--- src/rtl/alu_reservation_station.sv ---
// ALU reservation station: holds issued ALU/branch/jump ops until both operands
// are valid, then dispatches one per cycle and broadcasts the result.
module alu_reservation_station #(
   parameter int unsigned DEPTH = 4,
   parameter int unsigned TAG_W = 3
) (
   input  logic              clk,
   input  logic              rst,
   input  logic [4:0]        op_in,
   input  logic [31:0]       value1_in,
   input  logic [31:0]       value2_in,
   input  logic [TAG_W-1:0]  query1_in,
   input  logic [TAG_W-1:0]  query2_in,
   input  logic [TAG_W-1:0]  target_in,
   input  logic [TAG_W-1:0]  mem_num,
   input  logic [31:0]       mem_value,
   output logic              rs_full,
   output logic [TAG_W-1:0]  alu_num,
   output logic [31:0]       alu_value,
   output logic              overflow
);

   localparam int unsigned IDX_W = (DEPTH > 1) ? $clog2(DEPTH) : 1;

   typedef enum logic [4:0] {
      OP_ADD   = 5'b00000,
      OP_AND   = 5'b00001,
      OP_OR    = 5'b00010,
      OP_SLL   = 5'b00011,
      OP_SRL   = 5'b00100,
      OP_SLT   = 5'b00101,
      OP_SLTU  = 5'b00110,
      OP_SRA   = 5'b00111,
      OP_SUB   = 5'b01000,
      OP_XOR   = 5'b01001,
      OP_BEQ   = 5'b01010,
      OP_BGE   = 5'b01011,
      OP_BNE   = 5'b01100,
      OP_BGEU  = 5'b01101,
      OP_JAL   = 5'b10000,
      OP_JALR  = 5'b10001,
      OP_BLT   = 5'b11010,
      OP_BLTU  = 5'b11011,
      OP_JAL_C = 5'b11100
   } op_e;

   logic [DEPTH-1:0] ent_valid;
   op_e              ent_op  [DEPTH];
   logic [31:0]      ent_v1  [DEPTH];
   logic [31:0]      ent_v2  [DEPTH];
   logic [TAG_W-1:0] ent_q1  [DEPTH];
   logic [TAG_W-1:0] ent_q2  [DEPTH];
   logic [TAG_W-1:0] ent_tgt [DEPTH];

   function automatic logic in_class(input logic [4:0] op);
      case (op)
         OP_ADD, OP_AND, OP_OR, OP_SLL, OP_SRL, OP_SLT, OP_SLTU, OP_SRA,
         OP_SUB, OP_XOR, OP_BEQ, OP_BGE, OP_BNE, OP_BGEU, OP_JAL, OP_JALR,
         OP_BLT, OP_BLTU, OP_JAL_C: in_class = 1'b1;
         default:                   in_class = 1'b0;
      endcase
   endfunction

   function automatic logic [31:0] alu_calc(input op_e op, input logic [31:0] a,
                                            input logic [31:0] b);
      logic [31:0] s;
      s = a + b;
      case (op)
         OP_ADD:   alu_calc = s;
         OP_SUB:   alu_calc = a - b;
         OP_AND:   alu_calc = a & b;
         OP_OR:    alu_calc = a | b;
         OP_XOR:   alu_calc = a ^ b;
         OP_SLL:   alu_calc = a << b[4:0];
         OP_SRL:   alu_calc = a >> b[4:0];
         OP_SRA:   alu_calc = $unsigned($signed(a) >>> b[4:0]);
         OP_SLT:   alu_calc = {31'b0, $signed(a) < $signed(b)};
         OP_SLTU:  alu_calc = {31'b0, a < b};
         OP_BEQ:   alu_calc = {31'b0, a == b};
         OP_BNE:   alu_calc = {31'b0, a != b};
         OP_BLT:   alu_calc = {31'b0, $signed(a) < $signed(b)};
         OP_BGE:   alu_calc = {31'b0, $signed(a) >= $signed(b)};
         OP_BLTU:  alu_calc = {31'b0, a < b};
         OP_BGEU:  alu_calc = {31'b0, a >= b};
         OP_JALR:  alu_calc = s & 32'hFFFF_FFFE;
         OP_JAL,
         OP_JAL_C: alu_calc = b;
         default:  alu_calc = '0;
      endcase
   endfunction

   logic [DEPTH-1:0] ready;
   logic             have_sel;
   logic [IDX_W-1:0] sel;
   logic             have_free;
   logic [IDX_W-1:0] free_idx;
   logic             issue_ok;
   logic             accept;
   logic             drop;
   logic [31:0]      in_v1;
   logic [31:0]      in_v2;
   logic [TAG_W-1:0] in_q1;
   logic [TAG_W-1:0] in_q2;
   logic [31:0]      disp_value;
   logic             rs_full_d;
   int unsigned      occ;

   always_comb begin
      ready     = '0;
      have_sel  = 1'b0;
      sel       = '0;
      have_free = 1'b0;
      free_idx  = '0;
      occ       = 0;
      for (int unsigned i = 0; i < DEPTH; i++) begin
         ready[i] = ent_valid[i] && (ent_q1[i] == '0) && (ent_q2[i] == '0);
         if (ready[i] && !have_sel) begin
            have_sel = 1'b1;
            sel      = IDX_W'(i);
         end
         if (!ent_valid[i] && !have_free) begin
            have_free = 1'b1;
            free_idx  = IDX_W'(i);
         end
         if (ent_valid[i]) occ++;
      end

      issue_ok = in_class(op_in) && (target_in != '0);
      accept   = issue_ok && have_free;
      drop     = issue_ok && !have_free;

      // Bypass: an incoming operand tag matching a live broadcast takes its value now
      in_v1 = value1_in;
      in_q1 = query1_in;
      if (query1_in != '0 && query1_in == alu_num) begin
         in_v1 = alu_value;
         in_q1 = '0;
      end else if (query1_in != '0 && query1_in == mem_num) begin
         in_v1 = mem_value;
         in_q1 = '0;
      end
      in_v2 = value2_in;
      in_q2 = query2_in;
      if (query2_in != '0 && query2_in == alu_num) begin
         in_v2 = alu_value;
         in_q2 = '0;
      end else if (query2_in != '0 && query2_in == mem_num) begin
         in_v2 = mem_value;
         in_q2 = '0;
      end

      disp_value = alu_calc(ent_op[sel], ent_v1[sel], ent_v2[sel]);

      if (accept)   occ++;
      if (have_sel) occ--;
      rs_full_d = (occ >= DEPTH - 1);
   end

   always_ff @(posedge clk or posedge rst) begin
      if (rst) begin
         ent_valid <= '0;
         for (int unsigned i = 0; i < DEPTH; i++) begin
            ent_op[i]  <= OP_ADD;
            ent_v1[i]  <= '0;
            ent_v2[i]  <= '0;
            ent_q1[i]  <= '0;
            ent_q2[i]  <= '0;
            ent_tgt[i] <= '0;
         end
         alu_num   <= '0;
         alu_value <= '0;
         rs_full   <= 1'b0;
         overflow  <= 1'b0;
      end else begin
         for (int unsigned i = 0; i < DEPTH; i++) begin
            if (ent_valid[i]) begin
               if (ent_q1[i] != '0 && ent_q1[i] == alu_num) begin
                  ent_v1[i] <= alu_value;
                  ent_q1[i] <= '0;
               end else if (ent_q1[i] != '0 && ent_q1[i] == mem_num) begin
                  ent_v1[i] <= mem_value;
                  ent_q1[i] <= '0;
               end
               if (ent_q2[i] != '0 && ent_q2[i] == alu_num) begin
                  ent_v2[i] <= alu_value;
                  ent_q2[i] <= '0;
               end else if (ent_q2[i] != '0 && ent_q2[i] == mem_num) begin
                  ent_v2[i] <= mem_value;
                  ent_q2[i] <= '0;
               end
               if (have_sel && sel == IDX_W'(i)) ent_valid[i] <= 1'b0;
            end else if (accept && free_idx == IDX_W'(i)) begin
               ent_valid[i] <= 1'b1;
               ent_op[i]    <= op_e'(op_in);
               ent_v1[i]    <= in_v1;
               ent_v2[i]    <= in_v2;
               ent_q1[i]    <= in_q1;
               ent_q2[i]    <= in_q2;
               ent_tgt[i]   <= target_in;
            end
         end

         if (have_sel) begin
            alu_num   <= ent_tgt[sel];
            alu_value <= disp_value;
         end else begin
            alu_num   <= '0;
         end

         rs_full <= rs_full_d;
         if (drop) overflow <= 1'b1;
      end
   end

endmodule

--- config.mk ---
export PLATFORM = sky130hd
export DESIGN_NAME = alu_reservation_station
export DESIGN_NICKNAME = d
export VERILOG_FILES = /design/src/rtl/alu_reservation_station.sv
export SDC_FILE = /design/constraint.sdc
export NUM_CORES = 2
export LEC_CHECK = 0
export ABC_CLOCK_PERIOD_IN_PS = 15000
export CORE_ASPECT_RATIO = 1.75
export CORE_MARGIN = 2
export CORE_UTILIZATION = 55
export CTS_CLUSTER_DIAMETER = 80
export DETAILED_ROUTE_END_ITERATION = 7
export PLACE_DENSITY = 0.76
export SYNTH_ARGS = -nofsm -noshare
export SYNTH_HDL_FRONTEND = slang
export SYNTH_SLANG_ARGS = --single-unit
--- constraint.sdc ---
create_clock -name clk -period 15 [get_ports clk]
set_input_delay 2.25 -clock clk [delete_from_list [all_inputs] [get_ports clk]]
set_output_delay 2.25 -clock clk [all_outputs]
set_load 0.05 [all_outputs]
* Word level (Yosys, flattened, before mapping)
Memories as Yosys holds them, arrays and structs flattened.
Cells that the tools add are included.
** Operators by class
- $add $sub $neg :: 7
- Order comparisons :: 6
- Eq/ne operators :: 54
- Shift operators :: 3
- Mux-type cells :: 118
- Bitwise logic cells :: 8
- Reductions and logical operators :: 95
** Operators with widths (number)
- two-way mux 32 bit :: 45
- case mux 32 bit (16 select lines) :: 1
- adder 32 x 1 -> 32 bit (second input constant) :: 4
- binary-select mux 32 bit (select 2 bit) :: 2
- two-way mux 3 bit :: 39
- >= comparator 32 bit :: 2
- less-than comparator 32 bit :: 2
- == test 3 bit :: 20
- logical AND 1 bit :: 45
- nonzero test 3 bit :: 11
- adder 32 bit :: 1
- bitwise AND 32 bit :: 1
- == test 32 bit :: 1
- >= comparator 32 x 2 -> 1 bit (second input constant) :: 1
- inequality test 32 bit :: 1
- OR 32 bit :: 1
- << shifter 32 x 5 -> 32 bit :: 1
- right shift 32 x 5 -> 32 bit :: 1
- >>> shifter 32 x 5 -> 32 bit :: 1
- subtractor 32 x 1 -> 32 bit (second input constant) :: 1
- subtractor 32 bit :: 1
- bitwise XOR 32 bit :: 1
- == test 5 x 4 -> 1 bit (second input constant) :: 6
- == test 5 bit (second input constant) :: 5
- 21 further kinds :: 97
** Storage, ports and cells
- Register bits after elaboration :: 353
- ROM bits :: 32
- Input port bits :: 115
- Output and inout port bits :: 37
- Word-level logic and storage cells :: 321
- Memories kept :: 1
** Memories
- (name not given) :: words 32, bits a word 1, rd ports 1, clocked after memory_dff 0, write ports 0, line 56 : case (op)

* Depth between registers and ports, before layout
- Depth in word-level cells :: 20
- Mapped depth :: 23
- Depth with buffers taken out :: 18

* Worst setup path after synthesis
No wires, ideal clock.
- Path kind :: reg2reg
- Start :: register ent_q1[3] (netlist bit)
- End :: register alu_value[29]
- Setup time :: 0.129 ns
- Arrival time :: 5.890 ns
- Required time :: 14.871 ns
- Setup slack :: 8.980 ns
- Cell stages (with the launch flop) :: 21
- Buffers on the path :: 6
- Period minus slack after synthesis :: 6.020 ns
- Path through :: dfrtp_1 -> clkbuf_1 -> nor3b_1 -> nand2_1 -> buf_2 -> clkbuf_1 -> a311oi_1 -> a2bb2oi_2 -> buf_2 -> buf_1 -> clkbuf_1 -> ha_1 -> o31ai_1 -> o2111ai_1 -> o41ai_1 -> a211oi_1 -> or4_1 -> a31oi_1 -> or3_1 -> a31oi_1 -> o41a_1
** On the way
- Word-level cells in the longest chain between the ends :: 15
- Elaborated cells between the ends (all ways) :: 51
- Classes of those cells :: add/sub (2); eq/ne (18); shift (3); mux (14); bitwise (4); reduce/logical (10)
** Ends and longest elaborated chain
- from (decl) :: line 51 : logic [TAG_W-1:0] ent_q1 [DEPTH];
- from (signal, indexed assignment) :: line 197 : ent_q1[i] <= in_q1;
- zero test 3 bit * :: line 116 : ready[i] = ent_valid[i] && (ent_q1[i] == '0) && (ent_q2[i] == '0);
- logical AND 1 bit * (2 in a row) :: line 116
- logical AND 1 bit * :: line 117 : if (ready[i] && !have_sel) begin
- branches (longest 11 deep; another with adder 32 bit)
- to (signal assigned) :: line 205 : alu_value <= disp_value;
- to (decl) :: line 19 : output logic [31:0] alu_value,
Every way passes the cells marked *. The select of a mux whose other input is x is not followed.
A chain may end at the register's enable or synchronous reset.

* Final worst setup path
- Start :: register ent_valid[3]
- End :: register alu_value[30]
** On the way
- Word-level cells in the longest chain between the ends :: 11
- Elaborated cells between the ends (all ways) :: 46
- Classes of those cells :: add/sub (2); eq/ne (18); shift (3); mux (12); bitwise (4); reduce/logical (7)
** Ends and longest elaborated chain
- from (decl) :: line 47 : logic [DEPTH-1:0] ent_valid;
- from (signal assigned) :: line 161 : ent_valid <= '0;
- from (signal, indexed assignment) :: line 191 : if (have_sel && sel == IDX_W'(i)) ent_valid[i] <= 1'b0;
- from (signal, indexed assignment) :: line 193 : ent_valid[i] <= 1'b1;
- logical AND 1 bit * (2 in a row) :: line 116
- logical AND 1 bit * :: line 117
- branches (longest 8 deep; another with adder 32 bit)
Marks and branches as above.

==> metrics <==
Hold Path End ent_v2[65]; WHS Path Cells 2; post-CTS setup buffer count 0; Ports 152; CP Data Arrival Time 8.76 ns; TritonCTS clock tree done; Post-Syn Area 0.03217 mm^2; routed vias 37.20k; Total GRT Usage 58.31%; clock root buffer clkbuf_16; CTS max path bufs 3; DR vias/cell 7.447; WL per Instance 35.30 um; Netlist cell types 89; Initial Util 55.50%; f_max 121.6 MHz; RSZ-0062 raised after global routing false; share of cells above drive strength 1 10.94%; largest area contributor in the netlist dfrtp_1; Avg Cell Area, Syn 7.528 um^2; synth top area cells dfrtp_1 27%, mux2i_1 8.3%, o21ai_0 7.7%; Slew headroom -9.535%; hold_buf cts 0; WS Path Type reg -> reg; synthesized net count 4497; first-pass GRT wire length 255.0 mm; slowest CP cell o221ai_1; Multi-input gate area 0.02139 mm^2; MaxCap Viol Count 4; nets@finish 4400; global route overflow 0; core area 0.05797 mm^2; Commonest cells post-synth 536 x nand2_1, 497 x o21ai_0, 457 x nor2_1; Synth Register Bits 353; most frequent cell after synthesis nand2_1; Seq/Total Area, Yosys 27.46%; status complete, but fails checks; Die Y 324.0 um; CP Buf/Inv Count 3; Worst setup SP type register; DRC Markers 13; actual slew at the worst max-slew pin 1.631 ns; TNS Setup 0 ns; storage element area 0.008843 mm^2; CTS Buf Count 39; r2r worst-path depth 17; CTS resizes 0; endpoint required time on the critical path 15.54 ns; vias in the first global route 34.79k; violated checks DRC, capacitance limit, slew limit; CTS Sinks 353; Max Transition Viols Final 12; clk_skew 0.03109 ns; Std-Cell Rows 117; crit path cell chain or4b_4, or4_1, a31oi_4, buf_4, o221a_2, buf_4, inv_2, ha_1, a21o_1, a311oi_1, o221ai_1, o221ai_1, nand2_1, a31oi_1, nor4_1, a211o_1, a41oi_1; top cell type's share of synthesized area 27.46%; largest net degree at the start of global routing 109; fillers 5294; Final setup viols 0; met3 usage 27.23%; Post-Route WL 176.3 mm; reg2reg end alu_value[30]; synth-to-layout area growth 10.76%; DRT antenna net count 0; M2 GR Usage 85.23%; Mapped Cells 4274; die width 186.8 um; die area 0.06052 mm^2; Critical Path Fanout Max 63; IO buf count 151; Post-synth ARST share 100.0%; hold path startpoint ent_v2[65]; Setup crit end kind register; Hold Path Class reg -> reg; Initial DRC Count 5782; clk_lat worst skew 0.62 ns; GPL Wtd Cong 1.155; GR Layer Usage met1 58.07%; delay-heaviest family, CP compound AO/OA/AOI/OAI gates; Post-synth EDFFs 0; H-tree depth 2; initial antenna violation count 30; HPWL Detailed 121.1 mm; Final Hold Viols 0; FF-to-FF Start ent_valid[3]; Most used DFF post-synth dfrtp_1; fin crit share 54.81%; r2r setup slk 6.78 ns; Period minus WS final 8.221 ns; Yosys warnings 0; first-pass detailed-route iteration total 8; Reg clk slew, reported paths 0.07 ns; delay of the slowest cell on the worst path 0.95 ns; GRT busiest layer met2
[per-stage QoR]
stage | util [%] | worst slack (ns) | std cells | hold WS, ns | area (um^2)
2_1_floorplan | - | 2.958 | 4274 | 0.4374 | 32170
3_3_place_gp | 58.91 | 7.478 | 4906 | 0.4528 | 34150
3_5_place_dp | 58.91 | 7.398 | 4906 | 0.4618 | 34150
4_1_cts | 61.32 | 7.370 | 4976 | 0.4759 | 35550
5_1_grt | 61.42 | 6.679 | 4983 | 0.4884 | 35610
6_report | 61.47 | 6.779 | 4995 | 0.4760 | 35640
[worst max path at each step]
stage	start	end	cells after the start
3_3_place_gp	ent_valid[3]	alu_value[30]	17
5_1_grt	ent_valid[3]	alu_value[30]	17
2_1_floorplan	rst	alu_num[0]	1
6_report	ent_valid[3]	alu_value[30]	17
4_1_cts	ent_valid[3]	alu_value[30]	17
3_5_place_dp	ent_valid[3]	alu_value[30]	17
[area by class of cell]
cell class | count | share of cell area (%)
Multi-Input combinational cell | 3379 | 60.01
Antenna cell | 16 | 0.1124
Timing Repair Buffer | 287 | 7.124
Tap cell | 773 | 2.714
Clock buffer | 53 | 3.227
Sequential cell | 353 | 24.82
Inverter | 117 | 1.289
Clock inverter | 17 | 0.7057
[cells in the final DEF, fill, tap and decap left out, types with 109 or more instances in the layout]
| master | count |
|---|---|
| nand2_1 | 534 |
| o21ai_0 | 490 |
| nor2_1 | 454 |
| a21oi_1 | 362 |
| dfrtp_1 | 349 |
| mux2i_1 | 267 |
| mux2_2 | 158 |
| clkdlybuf4s50_1 | 151 |
| nor3_1 | 142 |
| buf_4 | 135 |
| inv_1 | 109 |
[logic make-up (layout without fill, tap and decap cells)]
family          after synthesis  in the layout  synth area share, %
compound gates             1401           1401                27.16
xor+xnor                     60             60                1.633
fa+ha+maj                   108            108                4.247
buf+inv                     542            474                6.751
flops                       353            353                27.46
mux                         429            429                14.05
other cells                   1             17              0.01166
simple gates               1380           1380                18.69
[sequential cells by signal, summed over array words and instances, names as in the netlist, 3 cells and up]
name	flops
alu_num	3
alu_value	32
ent_op	20
ent_q1	12
ent_q2	12
ent_tgt	12
ent_v1	128
ent_v2	128
ent_valid	4
[tightest hold or removal path, cell delays in order, from the launching register on]
cell and delay (ns):
dfrtp_1 0.34, nand2_1 0.05, o21ai_0 0.06
[metal layers]
| metal | routed length [um] | part of all wire, % |
|---|---|---|
| met5 | 211 | 0.12 |
| met4 | 25960 | 15 |
| met3 | 24230 | 14 |
| met2 | 73150 | 41 |
| met1 | 52770 | 30 |
Power is left out: the tool's default activity adds up to more than one toggle a clock period on the data nets, which glitch-free logic cannot reach.
